==> config.mk <==
export PLATFORM = sky130hd
export DESIGN_NAME = fifo_wr_arbiter
export DESIGN_NICKNAME = d
export VERILOG_FILES = /design/src/rtl/fifo_arb_pkg.sv /design/src/rtl/fifo_wr_arbiter_rr_pick.sv /design/src/rtl/fifo_wr_arbiter.sv
export SDC_FILE = /design/constraint.sdc
export NUM_CORES = 1
export LEC_CHECK = 0
export ABC_AREA = 1
export CAP_MARGIN = 20
export CORE_ASPECT_RATIO = 1.2
export CORE_MARGIN = 1
export CORE_UTILIZATION = 45
export DETAILED_ROUTE_END_ITERATION = 8
export GPL_TIMING_DRIVEN = 0
export PLACE_DENSITY = 0.87
export SYNTH_ARGS = -nofsm -noshare
export SYNTH_HDL_FRONTEND = slang
export SYNTH_SLANG_ARGS = --single-unit
export TNS_END_PERCENT = 5
==> constraint.sdc <==
create_clock -name i_clk -period 5.6 [get_ports i_clk]
set_clock_uncertainty 0.1 [all_clocks]
set_input_delay 1.12 -clock i_clk [delete_from_list [all_inputs] [get_ports i_clk]]
set_output_delay 1.12 -clock i_clk [all_outputs]
set_load 0.005 [all_outputs]
==> src/rtl/fifo_arb_pkg.sv <==
// fifo_arb_pkg: shared state encoding, stat width and one-hot decode for fifo_wr_arbiter
package fifo_arb_pkg;
  typedef enum logic {ST_IDLE = 1'b0, ST_BUSY = 1'b1} state_e;
  localparam int STAT_W = 32;
  function automatic logic [2:0] onehot2idx(input logic [7:0] oh);
    logic [2:0] idx;
    idx = '0;
    for (int i = 0; i < 8; i++) idx |= oh[i] ? 3'(i) : 3'd0;
    return idx;
  endfunction
endpackage

==> src/rtl/fifo_wr_arbiter_rr_pick.sv <==
// rr_pick: combinational round-robin picker, first set req above ptr (wrapping)
module rr_pick #(
  parameter int N  = 4,
  parameter int PW = 2
) (
  input  logic [N-1:0]  req,
  input  logic [PW-1:0] ptr,
  output logic [N-1:0]  gnt,
  output logic          vld
);
  logic [PW-1:0] idx;
  always_comb begin
    gnt = '0;
    idx = '0;
    for (int i = 1; i <= N; i++) begin
      idx = PW'((int'(ptr) + i) % N);
      if (gnt == '0 && req[idx]) gnt[idx] = 1'b1;
    end
  end
  assign vld = |gnt;
endmodule

==> src/rtl/fifo_wr_arbiter.sv <==
// fifo_wr_arbiter: packet-locked round-robin arbiter for the async_fifo write port.
// Define FIFO_WR_ARB_STAT_EN to add per-requester beat/stall and forced-release counters.
module fifo_wr_arbiter
  import fifo_arb_pkg::*;
#(
  parameter int NUM_REQ = 4,
  parameter int WIDTH   = 8,
  parameter int MAX_PKT = 16,
  parameter int CNT_W   = 5
) (
  input  logic                       i_clk,
  input  logic                       i_rst,
  input  logic                       i_en,
  input  logic [NUM_REQ-1:0]         i_req_valid,
  input  logic [NUM_REQ-1:0]         i_req_last,
  input  logic [NUM_REQ*WIDTH-1:0]   i_req_data,
  output logic [NUM_REQ-1:0]         o_req_ready,
  input  logic                       i_fifo_full,
  input  logic                       i_fifo_pfull,
  output logic                       o_fifo_wr_en,
  output logic [WIDTH-1:0]           o_fifo_wr_data,
  output logic [NUM_REQ-1:0]         o_grant,
  output logic                       o_busy,
  output logic                       o_err_overlen
`ifdef FIFO_WR_ARB_STAT_EN
  ,
  output logic [NUM_REQ*STAT_W-1:0]  o_stat_beats,
  output logic [NUM_REQ*STAT_W-1:0]  o_stat_stall,
  output logic [STAT_W-1:0]          o_stat_ovl
`endif
);
  localparam int PW = $clog2(NUM_REQ);
  state_e state_q, state_d;
  logic [NUM_REQ-1:0] grant_q, grant_d, pick_gnt, acc_vec;
  logic [PW-1:0] rr_ptr_q, rr_ptr_d, g_idx;
  logic [CNT_W-1:0] cnt_q, cnt_d;
  logic err_q, err_d, busy, acc, own_last, forced, pick_vld;
  rr_pick #(.N(NUM_REQ), .PW(PW)) u_pick (
    .req(i_req_valid),
    .ptr(rr_ptr_q),
    .gnt(pick_gnt),
    .vld(pick_vld)
  );
  always_comb begin
    busy = state_q == ST_BUSY;
    g_idx = PW'(onehot2idx(8'(grant_q)));
    o_req_ready = busy && !i_fifo_full ? grant_q : '0;
    acc_vec = o_req_ready & i_req_valid;
    acc = |acc_vec;
    own_last = |(acc_vec & i_req_last);
    forced = acc && !own_last && cnt_q == CNT_W'(MAX_PKT - 1);
    o_fifo_wr_en = acc;
    o_fifo_wr_data = busy ? i_req_data[int'(g_idx)*WIDTH +: WIDTH] : '0;
    err_d = forced;
    state_d = state_q;
    grant_d = grant_q;
    rr_ptr_d = rr_ptr_q;
    cnt_d = cnt_q;
    if (!busy && i_en && !i_fifo_pfull && pick_vld) begin
      state_d = ST_BUSY;
      grant_d = pick_gnt;
    end else if (acc && (own_last || forced)) begin
      state_d = ST_IDLE;
      grant_d = '0;
      rr_ptr_d = g_idx;
      cnt_d = '0;
    end else if (acc) begin
      cnt_d = cnt_q + CNT_W'(1);
    end
  end
  always_ff @(posedge i_clk) begin
    if (i_rst) begin
      state_q <= ST_IDLE;
      grant_q <= '0;
      rr_ptr_q <= PW'(NUM_REQ - 1);
      cnt_q <= '0;
      err_q <= 1'b0;
    end else begin
      state_q <= state_d;
      grant_q <= grant_d;
      rr_ptr_q <= rr_ptr_d;
      cnt_q <= cnt_d;
      err_q <= err_d;
    end
  end
  assign o_grant = grant_q;
  assign o_busy = busy;
  assign o_err_overlen = err_q;
`ifdef FIFO_WR_ARB_STAT_EN
  logic [STAT_W-1:0] beats_q [NUM_REQ], beats_d [NUM_REQ];
  logic [STAT_W-1:0] stall_q [NUM_REQ], stall_d [NUM_REQ];
  logic [STAT_W-1:0] ovl_q, ovl_d;
  always_comb begin
    for (int k = 0; k < NUM_REQ; k++) begin
      beats_d[k] = beats_q[k] + STAT_W'(acc_vec[k]);
      stall_d[k] = stall_q[k] + STAT_W'(i_req_valid[k] & ~acc_vec[k]);
    end
    ovl_d = ovl_q + STAT_W'(forced);
  end
  always_ff @(posedge i_clk) begin
    if (i_rst) begin
      beats_q <= '{default: '0};
      stall_q <= '{default: '0};
      ovl_q <= '0;
    end else begin
      beats_q <= beats_d;
      stall_q <= stall_d;
      ovl_q <= ovl_d;
    end
  end
  for (genvar k = 0; k < NUM_REQ; k++) begin : g_stat
    assign o_stat_beats[k*STAT_W +: STAT_W] = beats_q[k];
    assign o_stat_stall[k*STAT_W +: STAT_W] = stall_q[k];
  end
  assign o_stat_ovl = ovl_q;
`endif
endmodule

**Word level (Yosys, flattened, before mapping)**

Index checks and enable logic that the tools add are counted.

- Eq/ne operators: 1
- Reductions and logical operators: 29
- Divide/modulo/power cells: 0
- Magnitude comparators: 8
- Mux-type cells: 31
- Add/subtract/negate cells: 5
- Bitwise logic cells: 8
- Multipliers: 0
- Shift operators: 1

Operator list:

| operator | count |
|---|---|
| $shiftx A32 B6 Y8 | 1 |
| $mux W4 | 7 |
| $logic_and A1 B1 Y1 | 14 |
| $logic_not A4 Y1 | 3 |
| $lt A2 B3 Y1 const B | 4 |
| $or A4 B4 Y4 | 3 |
| $reduce_or A4 Y1 | 3 |
| $mux W1 | 11 |
| $mux W5 | 2 |
| $and A4 B4 Y4 | 2 |
| $bmux W1 S2 | 4 |
| $demux W1 S2 | 4 |
| $ge A2 B1 Y1 const B | 4 |
| $mux W8 | 1 |
| $add A5 B1 Y5 const B | 1 |
| $eq A5 B4 Y1 const B | 1 |
| $add A2 B1 Y2 const B | 2 |
| $add A2 B2 Y2 const B | 2 |
| $logic_not A1 Y1 | 4 |
| $mux W2 | 2 |
| $reduce_and A2 Y1 | 2 |
| $reduce_bool A2 Y1 | 2 |
| $or A1 B2 Y2 | 1 |
| $or A2 B2 Y2 | 1 |
| 2 further kinds | 2 |

- Memories kept: 0
- Output and inout bits: 19
- ROM bits: 0
- Bits in writable memories: 0
- Bits in registers: 13
- Bits in latches: 0

**Longest topological paths before layout**

- Word-level depth: 19
- Depth in mapped cells: 20
- Gate-level depth less buffers: 20

**Cells and area by module**

Synthesis repeated with hierarchy kept, for this count alone.

- Cell total of the unflattened synthesis: 241
- Area, all modules: 1477.7 µm²

By module, submodules not included:

| module | cells an instance | sequential area each (µm²) | times used | area each (µm²) |
|---|---|---|---|---|
| fifo_wr_arbiter | 154 | 260.2 | 1 | 953.4 |
| rr_pick | 87 | 0.0 | 1 | 524.3 |

**Worst setup path before layout**

No wires, ideal clock.

- Kind: input-to-output
- Start point: input port i_fifo_full
- End point: output port o_fifo_wr_en
- Data required time: 4380 ps
- Cell stages on the path: 5
- Buffers on the path: 0
- Data arrival time: 1734 ps
- Setup slack: 2646 ps
- Cell sequence: nor2_1 -> inv_1 -> nor2_1 -> nand2_1 -> nand4_1

- Longest elaborated chain between the ends: 5

Ends and longest elaborated chain:

| item | line | text |
|---|---|---|
| start, declared | fifo_wr_arbiter.sv:18 | `input logic i_fifo_full,` |
| $logic_not A1 Y1 | fifo_wr_arbiter.sv:47 | `o_req_ready = busy && !i_fifo_full ? grant_q : '0;` |
| $logic_and A1 B1 Y1 | fifo_wr_arbiter.sv:47 |  |
| $mux W4 | fifo_wr_arbiter.sv:47 |  |
| net o_req_ready[0] | fifo_wr_arbiter.sv:17 | `output logic [NUM_REQ-1:0] o_req_ready,` |
| $and A4 B4 Y4 | fifo_wr_arbiter.sv:48 | `acc_vec = o_req_ready & i_req_valid;` |
| $reduce_or A4 Y1 | fifo_wr_arbiter.sv:49 | `acc = \|acc_vec;` |
| end, declared | fifo_wr_arbiter.sv:20 | `output logic o_fifo_wr_en,` |

The timed path passes the listed nets, and every way through them passes these cells.

**Worst setup path in the final report**

- Start point: input port i_fifo_full
- End point: output port o_fifo_wr_en

- Longest elaborated chain between the ends: 5

Ends and longest elaborated chain:

| item | line |
|---|---|
| $logic_not A1 Y1 | fifo_wr_arbiter.sv:47 |
| $logic_and A1 B1 Y1 | fifo_wr_arbiter.sv:47 |
| $mux W4 | fifo_wr_arbiter.sv:47 |
| $and A4 B4 Y4 | fifo_wr_arbiter.sv:48 |
| $reduce_or A4 Y1 | fifo_wr_arbiter.sv:49 |

Every way passes these cells.

==> results.py <==
metrics = {
    "outcome": {
        "status": "finished, final reports clean",
    },
    "detailed_routing": {
        "drt-total-wl_um": 4070,
        "drc": 0,
        "drt_pass1_iterations": 4,
        "antenna_violating_nets_post_route": 0,
        "drt_iter0_markers": 43,
        "vias_per_cell": 5.12,
        "vias": 1730,
        "routedWlPerCell_um": 12.0,
    },
    "sta": {
        "min_period_ns": 4.04,
        "grt_setup_unrepaired": "false",
        "fin_crit_sh": 0.722,
        "slew_headroom": 0.569,
        "worst_slew_pin_slew_ns": 0.644,
        "setup_viol": 0,
        "max_freq_ghz": 0.247,
        "fin_ws_ns": 1.56,
        "hold_viol_final": 0,
        "fin_setup_tns_ns": 0,
        "drv_slew": 0,
    },
    "finish": {
        "num-nets-final": 360,
        "drive_gt1_frac": 0.0855,
        "postLayoutCoreUtil": 0.728,
        "syn_to_final_growth_pct": 51.2,
        "final_cells": 338,
        "antenna_cells": 0,
    },
    "synth": {
        "synth-seq-area-share": 0.191,
        "synthTopCellsByArea": "dfxtp_1 19%, nor2_1 13%, nand2_1 13%",
        "ys_ff_latch": 13,
        "synth_fp_nets": 292,
        "ys.flop_type": "dfxtp_1",
        "yosys-top-cells-count": "49 x nor2_1, 48 x nand2_1, 25 x nand3_1, 20 x a21oi_1, 20 x inv_1",
        "netlist_instances": 237,
        "synth.avg_cell_area_um2": 5.76,
        "async_flop_share": 0,
        "yosys.area.top_type": "dfxtp_1",
        "ys.warnings.count": 0,
        "yosysTopAreaCellShare": 0.191,
        "synth-edff-count": 0,
        "synth.most_common_cell": "nor2_1",
        "synthesis.area_um2": 1370,
        "synth_cell_types": 21,
    },
    "hold_path": {
        "hold_path_class": "flip-flop to flip-flop",
    },
    "clocking": {
        "cts_buffers": 3,
        "cts_root_buf": "clkbuf_4",
        "clk_pin_slew_worst_paths_ns": 0.08,
        "cts_hold_buf": 0,
        "cts.htree.levels": 1,
        "post_cts_resized": 0,
        "cts.sinks": 13,
        "cts_tree": "done",
        "clock_path_buffers": 2,
        "postCtsSetupBuffers": 0,
        "insertion_delay_ns": 0.27,
    },
    "global_routing": {
        "grt_pass1_wl_um": 7000,
        "grt_use_total": 0.269,
        "gr-total-overflow": 0,
        "grt_max_degree": 11,
        "antenna_found_initial": 0,
        "grt_pass1_vias": 1667,
    },
    "placed_design": {
        "dp_cells": 334,
        "gp_congestion": 0.803,
        "io_buffers": 63,
        "dp_slack_ns": 1.56,
        "hpwl_um": 3230,
    },
    "power": {
        "ir_worst_vdd_mv": 0.128,
        "power.total_w": 0.000250,
        "p_leak_nw": 0.868,
        "power_density_nw_per_um2": 121,
    },
    "floorplan": {
        "core_region_area_um2": 2840,
        "die_y_um": 62.3,
        "initial_core_util": 0.481,
        "die_w_um": 52.3,
        "rows": 21,
        "dieArea_um2": 3260,
        "ioPinCount": 64,
    },
    "setup_path": {
        "required_ns": 4.38,
        "path_class": "input port to output pin",
        "cp-end-kind": "output pin",
        "crit_fanout": 8,
        "start_kind": "input port",
        "arrival_ns": 2.82,
    },
    "run": {
        "maxCapViolations": 0,
    },
}
-- worst max-delay path, cell delays in order --
cell and delay [ns]:
clkdlybuf4s50_1 0.40, nor2_1 0.10, inv_1 0.09, nor2_1 0.17
nand2_1 0.08, nand4_1 0.29, clkdlybuf4s50_1 0.57
-- flip-flops by register name (all words and copies together) (netlist names) --
signal / flops
cnt_q: 5
o_busy: 1
o_err_overlen: 1
rr_ptr_q: 2
o_grant: 4
-- cells in the final DEF, fill, tap and decap left out --
master	Yosys	final
buf_2	1	1
nand3_1	25	25
nor2_2	4	4
clkbuf_4	0	3
o2111a_1	1	1
nand2_2	6	6
clkinv_1	3	3
a31oi_1	1	1
a21oi_1	20	20
xor2_1	1	1
nand3_2	5	5
clkbuf_1	2	3
ha_1	10	10
nor3b_1	1	1
o21ai_0	19	19
dfxtp_1	13	13
nand4_1	1	1
clkdlybuf4s50_1	0	63
inv_1	20	20
inv_2	6	6
nor2_1	49	49
nand2_1	48	48
o31ai_4	1	1
-- cells by family after synthesis --
| family | Yosys count | synth area share |
|---|---|---|
| compound gates | 42 | 0.171 |
| xor+xnor | 1 | 0.00642 |
| fa+ha+maj | 10 | 0.0917 |
| buf+inv | 32 | 0.0889 |
| flops | 13 | 0.191 |
| simple gates | 139 | 0.451 |
-- per-stage QoR --
step	cell area (µm²)	hold WS, ns
after floorplan	1370	0.345
final	2060	0.369
after global placement	2040	0.355
after global routing	2060	0.406
after CTS	2060	0.372
after detailed placement	2040	0.361
-- routing by layer --
layer  track usage  part of all wire
met3        0.0221             0.046
met4        0.0921             0.021
met2         0.476              0.51
met1         0.326              0.42
met5             0                 0
-- area by class of cell --
type                       instances  area [µm²]
clock buffer                       4        26.3
multi-input combinational        192         983
timing repair buffer              63         631
inverter                          29         109
tap                               34        42.5
buffer                             3        12.5
fill                             249         773
sequential                        13         260
-- path summary, 6_finish.rpt --
check,startpoint,endpoint,slack (ns),depth (start not counted)
worst max-delay path,i_fifo_full,o_fifo_wr_en,1.56,7
worst max register to register,rr_ptr_q[0]$_SDFFE_PP1P_,o_grant[0]$_SDFFE_PP0P_,2.75,19
worst min-delay path,cnt_q[4]$_SDFFE_PP0P_,cnt_q[4]$_SDFFE_PP0P_,0.37,2
worst min register to register,cnt_q[4]$_SDFFE_PP0P_,cnt_q[4]$_SDFFE_PP0P_,0.37,2
-- power breakdown --
part           leakage (nW)  total (W)  switching, W  internal, W
sequential            0.105  0.0000963    0.00000199    0.0000943
clock                0.0150  0.0000587     0.0000311    0.0000276
combinational         0.748  0.0000945     0.0000425    0.0000519
No activity file was read; power rests on OpenSTA's default activity.
